**src/rtl/tdm_demux64.sv**
```systemverilog
// tdm_demux64: 1-to-64 serial demultiplexer with two ways to load the outputs.
// In IDLE, a manual write strobe drives one selected output bit.
// An automatic capture frame collects 64 qualified serial bits into a shadow
// register and then transfers all 64 bits to the outputs in a single step.
// Every output is registered.
module tdm_demux64 #(
    parameter bit CLR_ON_START = 1'b1
) (
    input  logic        clk,
    input  logic        rst_n,
    input  logic        din,
    input  logic [5:0]  sel,
    input  logic        wr_en,
    input  logic        start,
    input  logic        din_valid,
    input  logic        abort,
    output logic [63:0] out,
    output logic        busy,
    output logic        done,
    output logic [5:0]  slot,
    output logic [7:0]  frame_cnt
);

    typedef enum logic [1:0] {
        ST_IDLE    = 2'd0,
        ST_CAPTURE = 2'd1,
        ST_DONE    = 2'd2
    } state_e;

    state_e      state_q, state_d;
    logic [63:0] out_q, out_d;
    logic [63:0] shadow_q, shadow_d;
    logic [5:0]  slot_q, slot_d;
    logic [7:0]  frame_cnt_q, frame_cnt_d;
    logic        done_q, done_d;
    logic        busy_q, busy_d;

    // State register: reset returns the FSM to IDLE without waiting for a clock.
    always_ff @(posedge clk or negedge rst_n) begin
        if (!rst_n) begin
            state_q <= ST_IDLE;
        end else begin
            state_q <= state_d;
        end
    end

    // Next-state logic. In CAPTURE, abort takes priority over a valid sample.
    // DONE always lasts exactly one cycle.
    always_comb begin
        state_d = state_q;
        case (state_q)
            ST_IDLE: begin
                if (start) begin
                    state_d = ST_CAPTURE;
                end else begin
                    state_d = ST_IDLE;
                end
            end
            ST_CAPTURE: begin
                if (abort) begin
                    state_d = ST_IDLE;
                end else if (din_valid && (slot_q == 6'd63)) begin
                    state_d = ST_DONE;
                end else begin
                    state_d = ST_CAPTURE;
                end
            end
            ST_DONE: begin
                state_d = ST_IDLE;
            end
            default: begin
                state_d = ST_IDLE;
            end
        endcase
    end

    // Output and datapath next values. The final sample is merged into the
    // outputs on the same edge that enters DONE, so the new outputs, done and
    // the incremented frame count are all visible during the DONE cycle.
    always_comb begin
        out_d       = out_q;
        shadow_d    = shadow_q;
        slot_d      = slot_q;
        frame_cnt_d = frame_cnt_q;
        done_d      = 1'b0;
        busy_d      = (state_d != ST_IDLE);
        case (state_q)
            ST_IDLE: begin
                if (start) begin
                    // Start wins over a simultaneous manual write.
                    slot_d = 6'd0;
                    if (CLR_ON_START) begin
                        shadow_d = 64'd0;
                    end else begin
                        shadow_d = shadow_q;
                    end
                end else if (wr_en) begin
                    out_d[sel] = din;
                end else begin
                    out_d = out_q;
                end
            end
            ST_CAPTURE: begin
                if (abort) begin
                    // The partial frame is dropped; the outputs are left unchanged.
                    slot_d = 6'd0;
                end else if (din_valid) begin
                    shadow_d[slot_q] = din;
                    slot_d           = slot_q + 6'd1;
                    if (slot_q == 6'd63) begin
                        out_d       = shadow_d;
                        done_d      = 1'b1;
                        frame_cnt_d = frame_cnt_q + 8'd1;
                    end else begin
                        out_d = out_q;
                    end
                end else begin
                    slot_d = slot_q;
                end
            end
            ST_DONE: begin
                // Hold for one cycle; abort, start and wr_en are ignored here.
                slot_d = slot_q;
            end
            default: begin
                slot_d = 6'd0;
            end
        endcase
    end

    // Datapath registers: reset clears all visible state asynchronously.
    always_ff @(posedge clk or negedge rst_n) begin
        if (!rst_n) begin
            out_q       <= 64'd0;
            shadow_q    <= 64'd0;
            slot_q      <= 6'd0;
            frame_cnt_q <= 8'd0;
            done_q      <= 1'b0;
            busy_q      <= 1'b0;
        end else begin
            out_q       <= out_d;
            shadow_q    <= shadow_d;
            slot_q      <= slot_d;
            frame_cnt_q <= frame_cnt_d;
            done_q      <= done_d;
            busy_q      <= busy_d;
        end
    end

    assign out       = out_q;
    assign busy      = busy_q;
    assign done      = done_q;
    assign slot      = slot_q;
    assign frame_cnt = frame_cnt_q;

endmodule

```
**config.mk**
```make
export PLATFORM = sky130hd
export DESIGN_NAME = tdm_demux64
export DESIGN_NICKNAME = d
export VERILOG_FILES = /design/src/rtl/tdm_demux64.sv
export SDC_FILE = /design/constraint.sdc
export NUM_CORES = 1
export LEC_CHECK = 0
export ABC_AREA = 1
export BUFFER_PORTS_ARGS = -buffer_cell sky130_fd_sc_hd__buf_2
export CAP_MARGIN = 30
export CORE_UTILIZATION = 60
export DETAILED_ROUTE_END_ITERATION = 8
export HOLD_SLACK_MARGIN = 0.03
export PLACE_DENSITY = 0.81
export SLEW_MARGIN = 20
export SYNTH_ARGS = -nofsm -noshare
export SYNTH_HDL_FRONTEND = slang
export SYNTH_SLANG_ARGS = --single-unit
```
**constraint.sdc**
```tcl
create_clock -name clk -period 1.8 [get_ports clk]
set_input_delay 0.36 -clock clk [delete_from_list [all_inputs] [get_ports clk]]
set_output_delay 0.36 -clock clk [all_outputs]
set_load 0.005 [all_outputs]
```
==> results.cfg, run 1 <==
[floorplan]
die_h_um = 121
die-area_um2 = 14700
core-area_um2 = 13900
initial_core_util_pct = 61.5
ios = 93
placementRows = 43
die_width_um = 121

[global_routing]
grt_max_degree = 71
antenna_found_initial = 0
grt_first_pass_wirelength_mm = 40.1
grt_usage_pct = 35.5
grt-ovfl-total = 0
grt_pass1_vias = 8023

[clock_tree]
cts.sinks = 146
h-tree-depth = 4
clk_latency_ps = 430
cts_tree = built
cts_max_path_buffers = 2
clkTransAtPathRegs_ps = 60
cts_root_buf = clkbuf_16
numCtsBuffers = 17

[critical_path]
crit_buf_inv = 2
path_class = register to register
cp-start-kind = register
required_ps = 2170
crit_slowest_cell = dfrtp_1
crit_family = simple AND/OR/NAND/NOR gates
arrival_ps = 2100
worst-path-max-fanout = 9
crit_path_frequent_cell = nand2_1
cp-end-kind = register
worstPathCellList = buf_4 > inv_1 > nand3_1 > o21bai_1 > nand3_1 > nand2_1 > nand2_1 > nand2_1
slowest_delay_ps = 430

[logic_synthesis]
synth_seq_cells = 146
synth_top_area_share_pct = 42.8
syn_area_per_cell_um2 = 6.89
synth_area_um2 = 8530
synth_cell_type_count = 30
synth_fa_ha_area_share_pct = 0.293
yosys-top-cells-area = dfrtp_1 43%, nand2_1 17%, nor2_1 9.3%
synthSimpleGateAreaFrac_pct = 37.2
ys_warn_count = 0
synth_mux_area_share_pct = 0
syn-num-nets = 1254
synth_xor_area_share_pct = 0.616
synth_compound_area_share_pct = 12.5
synth_top_family_by_area = simple AND/OR/NAND/NOR gates
synthDominantAreaCellType = dfrtp_1
yosysSeqAreaShare_pct = 42.8
postSynthCellCount = 1239

[timing]
fin_ws_ps = 64.3
fin_setup_tns_ps = 0
holdWs_ps = 310
worst_pin_slew_ps = 468
clock-skew-final_ps = 7.78
setup_viol = 0
rsz0062_at_grt = yes
min_period_over_period_pct = 96.4
slew_headroom_pct = 68.8
max_freq_mhz = 576
fin_crit_ps = 1740
hold_viol_final = 0
final-max-slew-violation-count = 0

[power]
ir_worst_vdd_mv = 0.641
power.density_nw_per_um2 = 911
p_leak_uw = 0.00541

[routing]
drt_wl_total_mm = 24.8
dr.pass1.iters = 6
viasPerCell = 5.73
first_iter_violations = 889
drc_errors = 0
ant_nets = 0
wl_per_cell_um = 16.1
via_count = 8827

[finish]
stdcell_count = 1540
diodes = 0
num-fill-cells = 1083
syn_to_final_growth_pct = 20.1
final_nets = 1362
layout_common_cells = 394 x nand2_1, 211 x nor2_1, 153 x nand3_1, 146 x dfrtp_1, 95 x o21ai_1
final_core_util_pct = 73.8
mostFrequentLayoutCell = nand2_1
drive_gt1_share_pct = 15.7

[outcome]
status = finished, final reports clean

[flow_run]
cap_violations = 0

[place]
hpwlAfterDp_mm = 16.6
detailedPlace.worstSlack_ps = 117
gp_congestion = 0.874
io_buffers = 92
place_inst = 1507

[hold_path]
hp-class = input port to register
registers in the layout, indices dropped and copies added, names as in the netlist:
register	count
out	64
shadow_q	64
frame_cnt	8
slot	6
state_q	2
busy	1
done	1
worst min-delay path: stages:
cell	delay (ps)
buf_2	120
nand2_1	60
o211ai_1	140
report_power, final:
group	leakage, uW	total [uW]	internal, uW	switching [uW]
Clock	0.000349	4260	2860	1400
Sequential	0.00202	3410	3360	46.5
Combinational	0.00304	1670	473	1190
Total	0.00541	9330	6690	2640
cell usage after synthesis (all sizes together):
cell / n
xor2: 4
xnor2: 2
clkbuf: 11
nor3: 2
a21oi: 4
nand3: 162
or2: 1
ha: 2
o21ai: 137
inv: 50
buf: 58
clkinv: 1
dfrtp: 146
o21bai: 47
nand2: 395
nand4: 2
o211ai: 1
nor2: 214
cell type report:
class                           instances  area [um2]  share of cell area [%]
Tap cell                              180         225                    2.20
Timing Repair Buffer                  158        1100                    10.8
Clock inverter                          8         193                    1.88
Inverter                               51         191                    1.87
Clock buffer                           24         522                    5.09
Multi-Input combinational cell        973        4360                    42.5
Sequential cell                       146        3650                    35.7
through the flow:
stage | total power [uW] | area (um2)
4_1_cts | 9310 | 10200
3_3_place_gp | 5070 | 9510
5_1_grt | 9660 | 10200
2_1_floorplan | 4540 | 8530
6_report | 9330 | 10200
3_5_place_dp | 5090 | 9510
per-layer routing:
layer  wire [um]  up-vias  part of all wire (%)  track usage, %
met5           0        -                     0               0
met4        1260        0                   5.1            19.4
met3        2250      103                   9.1            5.92
met2       11500      486                    46            55.8
met1        9810     4006                    40            46.9
li1            -     4232                     -               -
kinds of logic (layout without fill, tap and decap cells):
group                    count (synthesis)  after routing
XOR/XNOR                                 6              6
AO/OA/AOI/OAI                          189            189
AND/OR/NAND/NOR                        776            776
buffers and inverters                  120            241
adder cells (fa/ha/maj)                  2              2
flip-flops                             146            146
worst paths after layout:
kind | depth (start not counted) | start | endpoint | slack [ps]
max | 8 | slot[0] | out[50] | 60
min | 3 | start | state_q[0] | 310
max reg2reg | 8 | slot[0] | out[50] | 60
min reg2reg | 2 | shadow_q[23] | shadow_q[23] | 480
max in group asynchronous | 3 | rst_n | out[29] | 790
min in group asynchronous | 2 | rst_n | out[45] | 430
what timing repair did:
| item | in CTS | in global routing |
|---|---|---|
| hold endpoints to repair | 40 | 0 |
| endpoints found under the setup margin | 0 | 11 |
| gates resized for setup | 0 | 4 |
| hold buffers | 1 | 0 |
| buffers inserted | 0 | 0 |
Power figures use the tool's default switching activity.
==> inputs of run 2 (changes only) <==
--- a/config.mk
+++ b/config.mk
@@ -10,6 +10,7 @@
 export CAP_MARGIN = 30
 export CORE_UTILIZATION = 60
 export DETAILED_ROUTE_END_ITERATION = 8
+export GPL_TIMING_DRIVEN = 0
 export HOLD_SLACK_MARGIN = 0.03
 export PLACE_DENSITY = 0.81
 export SLEW_MARGIN = 20
==> results.cfg, run 2 (synthesized netlist as in run 1, its figures left out) <==
[timing]
min_period_over_period_pct = 99.3
worst_pin_slew_ps = 816
fin_crit_ps = 1790
slew_headroom_pct = 45.5
max_freq_mhz = 560
clock-skew-final_ps = 7.24
rsz0062_at_grt = yes
final-max-slew-violation-count = 0
setup_viol = 0
hold_viol_final = 0

[place]
hpwlAfterDp_mm = 17.0
place_inst = 1512
gp_congestion = 0.941
io_buffers = 92

[routing]
drc_errors = 0
ant_nets = 0
via_count = 9023
dr.pass1.iters = 6
first_iter_violations = 1090
viasPerCell = 5.75
drt_wl_total_mm = 26.4
wl_per_cell_um = 16.9

[finish]
layout_common_cells = 392 x nand2_1, 205 x nor2_1, 147 x nand3_1, 145 x dfrtp_1, 116 x buf_2
stdcell_count = 1569
final_nets = 1391
mostFrequentLayoutCell = nand2_1
drive_gt1_share_pct = 18.0
syn_to_final_growth_pct = 21.5
final_core_util_pct = 74.7
diodes = 0

[critical_path]
arrival_ps = 2110
r2r_slack_ps = 10
cp-start-kind = register
required_ps = 2120
cp-end-kind = register
path_class = register to register
worst-path-max-fanout = 10
r2r_start = slot[3]
startpoint = slot[3]

[clock_tree]
cts_max_path_buffers = 2
cts.sinks = 146
h-tree-depth = 4
cts_root_buf = clkbuf_16
clk_latency_ps = 430
numCtsBuffers = 17
clkTransAtPathRegs_ps = 60
cts_tree = built

[global_routing]
grt_first_pass_wirelength_mm = 40.1
grt_pass1_vias = 7889
grt-ovfl-total = 0
antenna_found_initial = 0
grt_usage_pct = 36.1
grt_max_degree = 89

[power]
power.density_nw_per_um2 = 905
ir_worst_vdd_mv = 0.675
power.total_uw = 9380
p_leak_uw = 0.00543

[floorplan]
core-area_um2 = 13900
die_h_um = 121
die-area_um2 = 14700
die_width_um = 121
initial_core_util_pct = 61.5
placementRows = 43
ios = 93

[hold_path]
hp-class = input port to register
hp-start = start

[outcome]
status = finished, final reports clean

[flow_run]
cap_violations = 0
-- run 2: layer usage --
layer	share of wire, %	GRT usage (%)
met5	0	0
met4	5.3	21.0
met2	45	56.1
met3	9.6	7.14
met1	40	46.8
-- run 2: cell type report --
| cell class | instances | area, um2 |
|---|---|---|
| buffer | 69 | 439 |
| sequential | 146 | 3650 |
| inverter | 51 | 209 |
| timing repair buffer | 118 | 704 |
| tap | 180 | 225 |
| multi-input combinational | 973 | 4450 |
| fill | 1088 | 3520 |
| clock inverter | 9 | 199 |
| clock buffer | 23 | 488 |
-- run 2: worst paths after layout --
check	end	cells past startpoint
max	out[12]	9
min	state_q[0]	3
max reg2reg	out[12]	9
min reg2reg	out[5]	2
max in group asynchronous	shadow_q[26]	3
min in group asynchronous	out[49]	2
-- run 2: timing repair --
action	CTS	global route
pin swaps	0	4
gates resized for setup	9	67
hold buffers	1	0
buffers inserted	6	17
endpoints found under the hold margin	58	0
cloned	0	1
setup endpoints to repair	95	121
-- run 2: critical path, cell delays in order, from the launching register on --
cell and delay (ps):
dfrtp_1 430, buf_4 220, inv_1 170, nor2_2 230
buf_4 200, nand3_1 80, nand3_1 160, nand2_1 70
nand2_1 50, nand2_1 50
-- run 2: per-stage QoR --
step	setup TNS, ps	instance area [um2]	worst slack [ps]	hold WS, ps
global placement	-249810	9220	-1660	460
floorplan	0	8530	331	64.4
CTS	-2660	10000	-130	312
detailed placement	-10260	9260	-261	317
global route	-339	10400	-41.2	335
finish	0	10400	12.8	331
-- run 2: power by group --
part           internal [uW]  switching [uW]
Sequential              3360            41.6
Combinational            506            1300
Clock                   2750            1420
